`config.mk`:
```
export PLATFORM = sky130hd
export DESIGN_NAME = sum_deserializer
export DESIGN_NICKNAME = d
export VERILOG_FILES = /design/src/rtl/sum_deser_pkg.sv /design/src/rtl/sum_deserializer_bit_counter.sv /design/src/rtl/sum_deserializer.sv
export SDC_FILE = /design/constraint.sdc
export NUM_CORES = 1
export LEC_CHECK = 0
export BUFFER_PORTS_ARGS = -buffer_cell sky130_fd_sc_hd__buf_2
export CORE_AREA = 4 4 41 43
export DETAILED_ROUTE_END_ITERATION = 12
export DIE_AREA = 0 0 45 47
export HOLD_SLACK_MARGIN = 0.1
export PLACE_DENSITY = 0.51
export SYNTH_ARGS = -nofsm -noshare
export SYNTH_HDL_FRONTEND = slang
export SYNTH_HIERARCHICAL = 1
export SYNTH_SLANG_ARGS = --single-unit
export TNS_END_PERCENT = 5
```
`constraint.sdc`:
```
create_clock -name clk -period 2 [get_ports clk]
set_clock_uncertainty 0.2 [all_clocks]
set_input_delay 0.1 -clock clk [delete_from_list [all_inputs] [get_ports clk]]
set_output_delay 0.1 -clock clk [all_outputs]
set_load 0.02 [all_outputs]
```
`src/rtl/sum_deser_pkg.sv`:
```
// sum_deser_pkg: shared state encodings and default frame width for sum_deserializer.
// Contents: state_t (ST_IDLE / ST_SHIFT / ST_DONE), SUM_DESER_WIDTH default WIDTH.
package sum_deser_pkg;
    localparam int SUM_DESER_WIDTH = 4;
    typedef enum logic [1:0] {
        ST_IDLE  = 2'd0,
        ST_SHIFT = 2'd1,
        ST_DONE  = 2'd2
    } state_t;
endpackage

```
`src/rtl/sum_deserializer_bit_counter.sv`:
```
// bit_counter: counts bits captured in the current frame.
// Ports: clk, reset (sync, active-high), clear_load (load 1: bit 0 taken this edge),
//        inc (advance one bit), count (bits captured so far), last (count == WIDTH-1).
module bit_counter
    import sum_deser_pkg::*;
#(
    parameter int WIDTH = SUM_DESER_WIDTH,
    parameter int CNT_W = $clog2(WIDTH)
) (
    input  logic             clk,
    input  logic             reset,
    input  logic             clear_load,
    input  logic             inc,
    output logic [CNT_W-1:0] count,
    output logic             last
);
    logic [CNT_W-1:0] count_q, count_d;
    assign last  = count_q == CNT_W'(WIDTH - 1);
    assign count = count_q;
    // Saturates at WIDTH-1 so the count never wraps inside a frame.
    always_comb count_d = clear_load ? CNT_W'(1) : (inc && !last) ? count_q + 1'b1 : count_q;
    always_ff @(posedge clk) begin
        if (reset) count_q <= '0;
        else       count_q <= count_d;
    end
endmodule

```
`src/rtl/sum_deserializer.sv`:
```
// sum_deserializer: captures an LSB-first serial sum into a parallel word with a one-cycle valid pulse.
// Ports: clk, reset (sync, active-high), start (bit 0 present on sin this cycle), sin (serial in),
//        result (last completed word), valid (result just updated), busy (frame in progress),
//        parity (XOR of the completed frame; only with SUM_DESER_PARITY_EN defined).
// Config: `define SUM_DESER_PARITY_EN adds the parity output.
module sum_deserializer
    import sum_deser_pkg::*;
#(
    parameter  int WIDTH = SUM_DESER_WIDTH,
    localparam int CNT_W = $clog2(WIDTH)
) (
    input  logic             clk,
    input  logic             reset,
    input  logic             start,
    input  logic             sin,
    output logic [WIDTH-1:0] result,
    output logic             valid,
    output logic             busy
`ifdef SUM_DESER_PARITY_EN
    ,
    output logic             parity
`endif
);
    state_t           state_q, state_d;
    // Only the upper WIDTH-1 bits are stored: the final bit goes straight into result.
    logic [WIDTH-1:1] sr_q, sr_d;
    logic [WIDTH-1:0] result_q, result_d, shifted;
    logic [CNT_W-1:0] count;
    logic             last, in_shift, frame_done, unused_count;
    bit_counter #(.WIDTH(WIDTH), .CNT_W(CNT_W)) u_cnt (
        .clk       (clk),
        .reset     (reset),
        .clear_load(start),
        .inc       (in_shift && !start),
        .count     (count),
        .last      (last)
    );
    assign unused_count = ^count;
    assign in_shift     = state_q == ST_SHIFT;
    // start always wins: it aborts a frame in progress and takes sin as the new bit 0.
    assign frame_done   = in_shift && !start && last;
    assign shifted      = {sin, sr_q};
    assign busy         = in_shift;
    assign valid        = state_q == ST_DONE;
    assign result       = result_q;
    always_comb begin
        sr_d     = (start || in_shift) ? shifted[WIDTH-1:1] : sr_q;
        result_d = frame_done ? shifted : result_q;
        state_d  = start ? ST_SHIFT : frame_done ? ST_DONE : in_shift ? ST_SHIFT : ST_IDLE;
    end
    always_ff @(posedge clk) begin
        if (reset) begin
            state_q  <= ST_IDLE;
            sr_q     <= '0;
            result_q <= '0;
        end else begin
            state_q  <= state_d;
            sr_q     <= sr_d;
            result_q <= result_d;
        end
    end
`ifdef SUM_DESER_PARITY_EN
    logic acc_q, acc_d, parity_q, parity_d;
    assign parity = parity_q;
    always_comb begin
        acc_d    = start ? sin : in_shift ? acc_q ^ sin : acc_q;
        parity_d = frame_done ? acc_q ^ sin : parity_q;
    end
    always_ff @(posedge clk) begin
        if (reset) begin
            acc_q    <= 1'b0;
            parity_q <= 1'b0;
        end else begin
            acc_q    <= acc_d;
            parity_q <= parity_d;
        end
    end
`endif
endmodule

```
After elaboration in Yosys (flattened, before gate mapping) --
Index checks and enable logic that the tools add are counted.
Cells by class: equal/unequal tests 3, multiplexer cells 5, reductions and logical operators 8, add/subtract/negate cells 1
Operator list (count):
- 2-bit equality test, second input constant | 2
- 1-bit 2-to-1 mux | 4
- 1-bit logical AND | 3
- 2-bit by 1-bit adder with 2-bit output, second input constant | 1
- 2-bit by 1-bit equality test with 1-bit output, second input constant | 1
- 1-bit zero test | 2
- 2-bit 2-to-1 mux | 1
- 2-bit nonzero test | 1
- 2-bit OR reduction | 1
- 1-bit logical OR | 1
Storage, ports and cells: register bits 11, output and inout port bits 6, bits of input ports 4

Depth between registers and ports, before layout --
depth in word-level cells 5, depth in mapped cells 5, depth with buffers taken out 5

Cells and area by module --
The synthesis kept the hierarchy.
By module, submodules not included:
- sum_deserializer | sequential area each 180.2 sq um, cells an instance 36, times used 1, area each 365.4 sq um
- bit_counter | sequential area each 40.0 sq um, cells an instance 9, times used 1, area each 98.8 sq um

Worst setup path before layout --
Ideal clock, no wire load.
path kind reg2reg, start point register u_cnt.count_q[0], in the netlist u_cnt/count[0], end point register result_q[3], in the netlist result[3], period minus slack after synthesis 1.435 ns, setup time 0.126 ns, setup slack 0.565 ns, cell stages (with the launch flop) 6, arrival 1.109 ns, buffers on the path 1, cells stage by stage dfxtp_1 -> ha_1 -> and4bb_2 -> buf_4 -> mux2i_1 -> nor2_1
On the way: cells in the longest elaborated chain, start to end 2
Ends and longest elaborated chain:
- from (decl) | line sum_deserializer_bit_counter.sv:17 | logic [CNT_W-1:0] count_q, count_d;
- from (signal assigned) | line sum_deserializer_bit_counter.sv:24 | else count_q <= count_d;
- 2-bit equality test | line sum_deserializer_bit_counter.sv:18 | assign last = count_q == CNT_W'(WIDTH - 1);
- named net last | line sum_deserializer.sv:29 | logic last, in_shift, frame_done, unused_count;
- 1-bit logical AND | line sum_deserializer.sv:41 | assign frame_done = in_shift && !start && last;
- to (signal assigned) | line sum_deserializer.sv:59 | result_q <= result_d;
- to (decl) | line sum_deserializer.sv:27 | logic [WIDTH-1:0] result_q, result_d, shifted;
The timed path passes the listed nets, and every way through them passes these cells. A chain may end at the register's enable or synchronous reset.

Worst setup path after layout --
start point input start, end point register u_cnt.count_q[1], in the netlist u_cnt/count[1]
On the way: cells in the longest elaborated chain, start to end 3, elaborated cells on any way between the ends 4, those cells by class reduce/logical: 4
Ends and longest elaborated chain:
- from (decl) | line sum_deserializer.sv:14 | input logic start,
- 1-bit zero test | line sum_deserializer.sv:34 | .inc (in_shift && !start),
- 1-bit logical AND | line sum_deserializer.sv:34
- 1-bit logical AND | line sum_deserializer_bit_counter.sv:21 | always_comb count_d = clear_load ? CNT_W'(1) : (inc && !last) ? count_q + 1'b1 : count_q;
Parallel ways exist; a longest one is shown, timed or not.

==> flow_metrics.py <==
metrics = {
    "outcome": {
        "outcome": "finished, final reports clean",
    },
    "cells_and_area": {
        "final_area_um2": 592,
        "mostFrequentLayoutCell": "dfxtp_1",
        "layout_common_cells": "dfxtp_1, buf_2, mux2i_1",
        "drive_gt1_share_pct": 29.5,
        "fillers": 135,
        "fin_util_pct": 45.5,
        "syn_to_final_growth_pct": 27.5,
        "nNetsFinal": 67,
        "antenna_cells": 0,
    },
    "global_routing": {
        "antenna_found_initial": 0,
        "track_usage_pct": 10.1,
        "grt_overflow": 0,
        "grt_max_degree": 13,
        "grt_pass1_wl_mm": 1.41,
        "grt_pass1_vias": 329,
    },
    "cts": {
        "cts-root-buf": "clkbuf_4",
        "htree_levels": 1,
        "numCtsBuffers": 3,
        "cts_buffer_depth": 2,
        "clk_pin_slew_worst_paths_ps": 70,
        "clkLatencyLatePin_ps": 270,
        "cts_tree": "done",
        "cts.sinks": 11,
    },
    "power": {
        "leakagePower_uw": 0.000259,
        "power_switching_uw": 90.8,
        "seqPwrFrac_pct": 55.1,
        "swShare_pct": 21.8,
        "internal_power_uw": 326,
        "powerDensity_mw_per_mm2": 704,
        "p_comb_share_pct": 9.7,
        "clkPwrFrac_pct": 35.2,
        "ir_drop_v": 0.000377,
    },
    "sta": {
        "relSlewSlack_pct": 87.1,
        "worst_pin_slew_ps": 193,
        "finalCritPeriodShare_pct": 94.7,
        "period_needed_ps": 1890,
        "fmax_ghz": 0.528,
        "report.final.slew_viol_count": 0,
        "grt_setup_unrepaired": "false",
        "timing.hold.ws_ps": 276,
        "setup-violations-final": 0,
        "hold_viol": 0,
        "fin_tns_setup_ps": 0,
    },
    "synthesis": {
        "synth_fp_nets": 50,
        "syn_area_per_cell_um2": 10.3,
        "synth_warnings": 6,
        "synth_cells": 45,
        "seq_area_frac_synth_pct": 47.4,
        "ys_types": 16,
        "synth_area_um2": 464,
        "synth-seq-cells": 11,
    },
    "floorplanning": {
        "rows": 13,
        "io_pins": 10,
        "initial_core_util_pct": 35.7,
        "die_w_um": 45,
        "core_mm2": 0.00130,
        "die_area_mm2": 0.00212,
        "die_height_um": 47,
    },
    "setup_path": {
        "arrival_ps": 1850,
        "slowest_stage": "dlygate4sd3_1",
        "worstPathMaxFanout": 7,
        "setup.worst_path.end_class": "flip-flop",
        "slowest_delay_ps": 550,
        "critPathKind": "input pin to flip-flop",
        "worstPathRequired_ps": 1960,
        "start_kind": "input pin",
        "crit_path_cell_trace": "dlygate4sd3_1 > buf_2 > nor2b_1 > nor2b_4 > mux2i_1 > nor3_1 > dlygate4sd3_1",
        "path_common_cell": "dlygate4sd3_1",
    },
    "placement": {
        "placed_area_um2": 517,
        "dp_hpwl_um": 574,
        "routabilityCongestion": 0.642,
        "portBuffers": 9,
    },
    "drt": {
        "firstDrtPassIters": 3,
        "detail_route.wl_per_cell_um": 10.3,
        "drt_iter0_markers": 5,
        "routed_wl_um": 779,
        "avgViaCountPerCell": 4.47,
        "route.detailed.drc": 0,
        "ant_nets": 0,
        "routed-via-count": 340,
    },
    "min_path": {
        "holdCritPathClass": "flip-flop to flip-flop",
    },
    "job": {
        "max-cap-violations": 0,
    },
}
==> critical path: cells and delay by family <==
| kind | cells | cell delay [ps] |
|---|---|---|
| buffers and inverters | 3 | 1230 |
| and+or+nand+nor | 3 | 330 |
| muxes | 1 | 190 |
==> cells by family (layout without fill, tap and decap cells) <==
kind of cell | after synthesis | in the layout | share of synthesized area [%]
AOI/OAI and AO/OA | 4 | 4 | 4.31
xor gates and xnor gates | 1 | 1 | 1.89
adders and majority gates | 1 | 1 | 2.69
buffers and inverters | 4 | 20 | 4.04
DFF | 11 | 11 | 47.4
muxes | 7 | 7 | 15.1
and+or+nand+nor | 17 | 17 | 24.5
==> per-stage QoR <==
stage	power, µW	setup WS [ps]	cells
detailed placement	268	518	67
finish	417	105	76
global placement	269	510	67
floorplan	258	565	45
CTS	426	56.5	75
global route	448	25.4	76
==> repair_timing <==
item,in CTS,in global routing
gates resized for setup,0,1
setup endpoints to repair,0,1
hold buffers,4,0
setup buffers,0,1
hold endpoints to repair,11,0
==> metal layers <==
metal | GRT usage [%] | wire [µm]
met3 | 5.75 | 47
met2 | 14.4 | 358
met5 | 0 | 0
met4 | 8.77 | 21
met1 | 10.6 | 351
==> power by group through the flow <==
| stage | clock [µW] | sequential (µW) | combinational [µW] |
|---|---|---|---|
| 2_1_floorplan | 0 | 234 | 24.7 |
| 3_3_place_gp | 0 | 234 | 34.5 |
| 3_5_place_dp | 0 | 234 | 33.9 |
| 4_1_cts | 157 | 229 | 39.1 |
| 5_1_grt | 173 | 230 | 45.4 |
| 6_report | 147 | 230 | 40.2 |
==> state kept, by name (all words and copies together), names as in the netlist <==
name and flops:
result 4, sr_q 3, state_q 2, u_cnt/count 2
==> worst paths after layout <==
| check | from | to | slack, ps | cells after the start |
|---|---|---|---|---|
| worst min register to register | sr_q[1] | sr_q[1] | 280 | 2 |
| worst max-delay path | start | u_cnt/count[1] | 110 | 7 |
| worst max register to register | state_q[0] | u_cnt/count[1] | 110 | 6 |
| worst min-delay path | sr_q[1] | sr_q[1] | 280 | 2 |
==> cells in the mapped netlist <==
master	n	area [µm²]
or2_2	1	6.26
mux2i_1	7	70.1
xnor2_1	1	8.76
nand2b_1	3	18.8
nor2b_4	2	27.5
buf_4	1	7.51
ha_1	1	12.5
nor2_1	5	18.8
a21oi_1	2	10.0
nor3_1	1	5.00
inv_1	2	7.51
nor2b_1	4	25.0
clkbuf_1	1	3.75
o21ai_0	2	10.0
and4bb_2	1	12.5
dfxtp_1	11	220
==> cell type report <==
type | count | area (µm²) | share of cell area (%)
flip-flops and latches | 11 | 221 | 37.4
clock buffers | 4 | 26.3 | 4.44
repair buffers | 14 | 92.6 | 15.6
multi-input cells | 30 | 225 | 38.1
inverters | 2 | 7.51 | 1.27
well taps | 15 | 18.8 | 3.17
(Power assumes the default switching activity.)
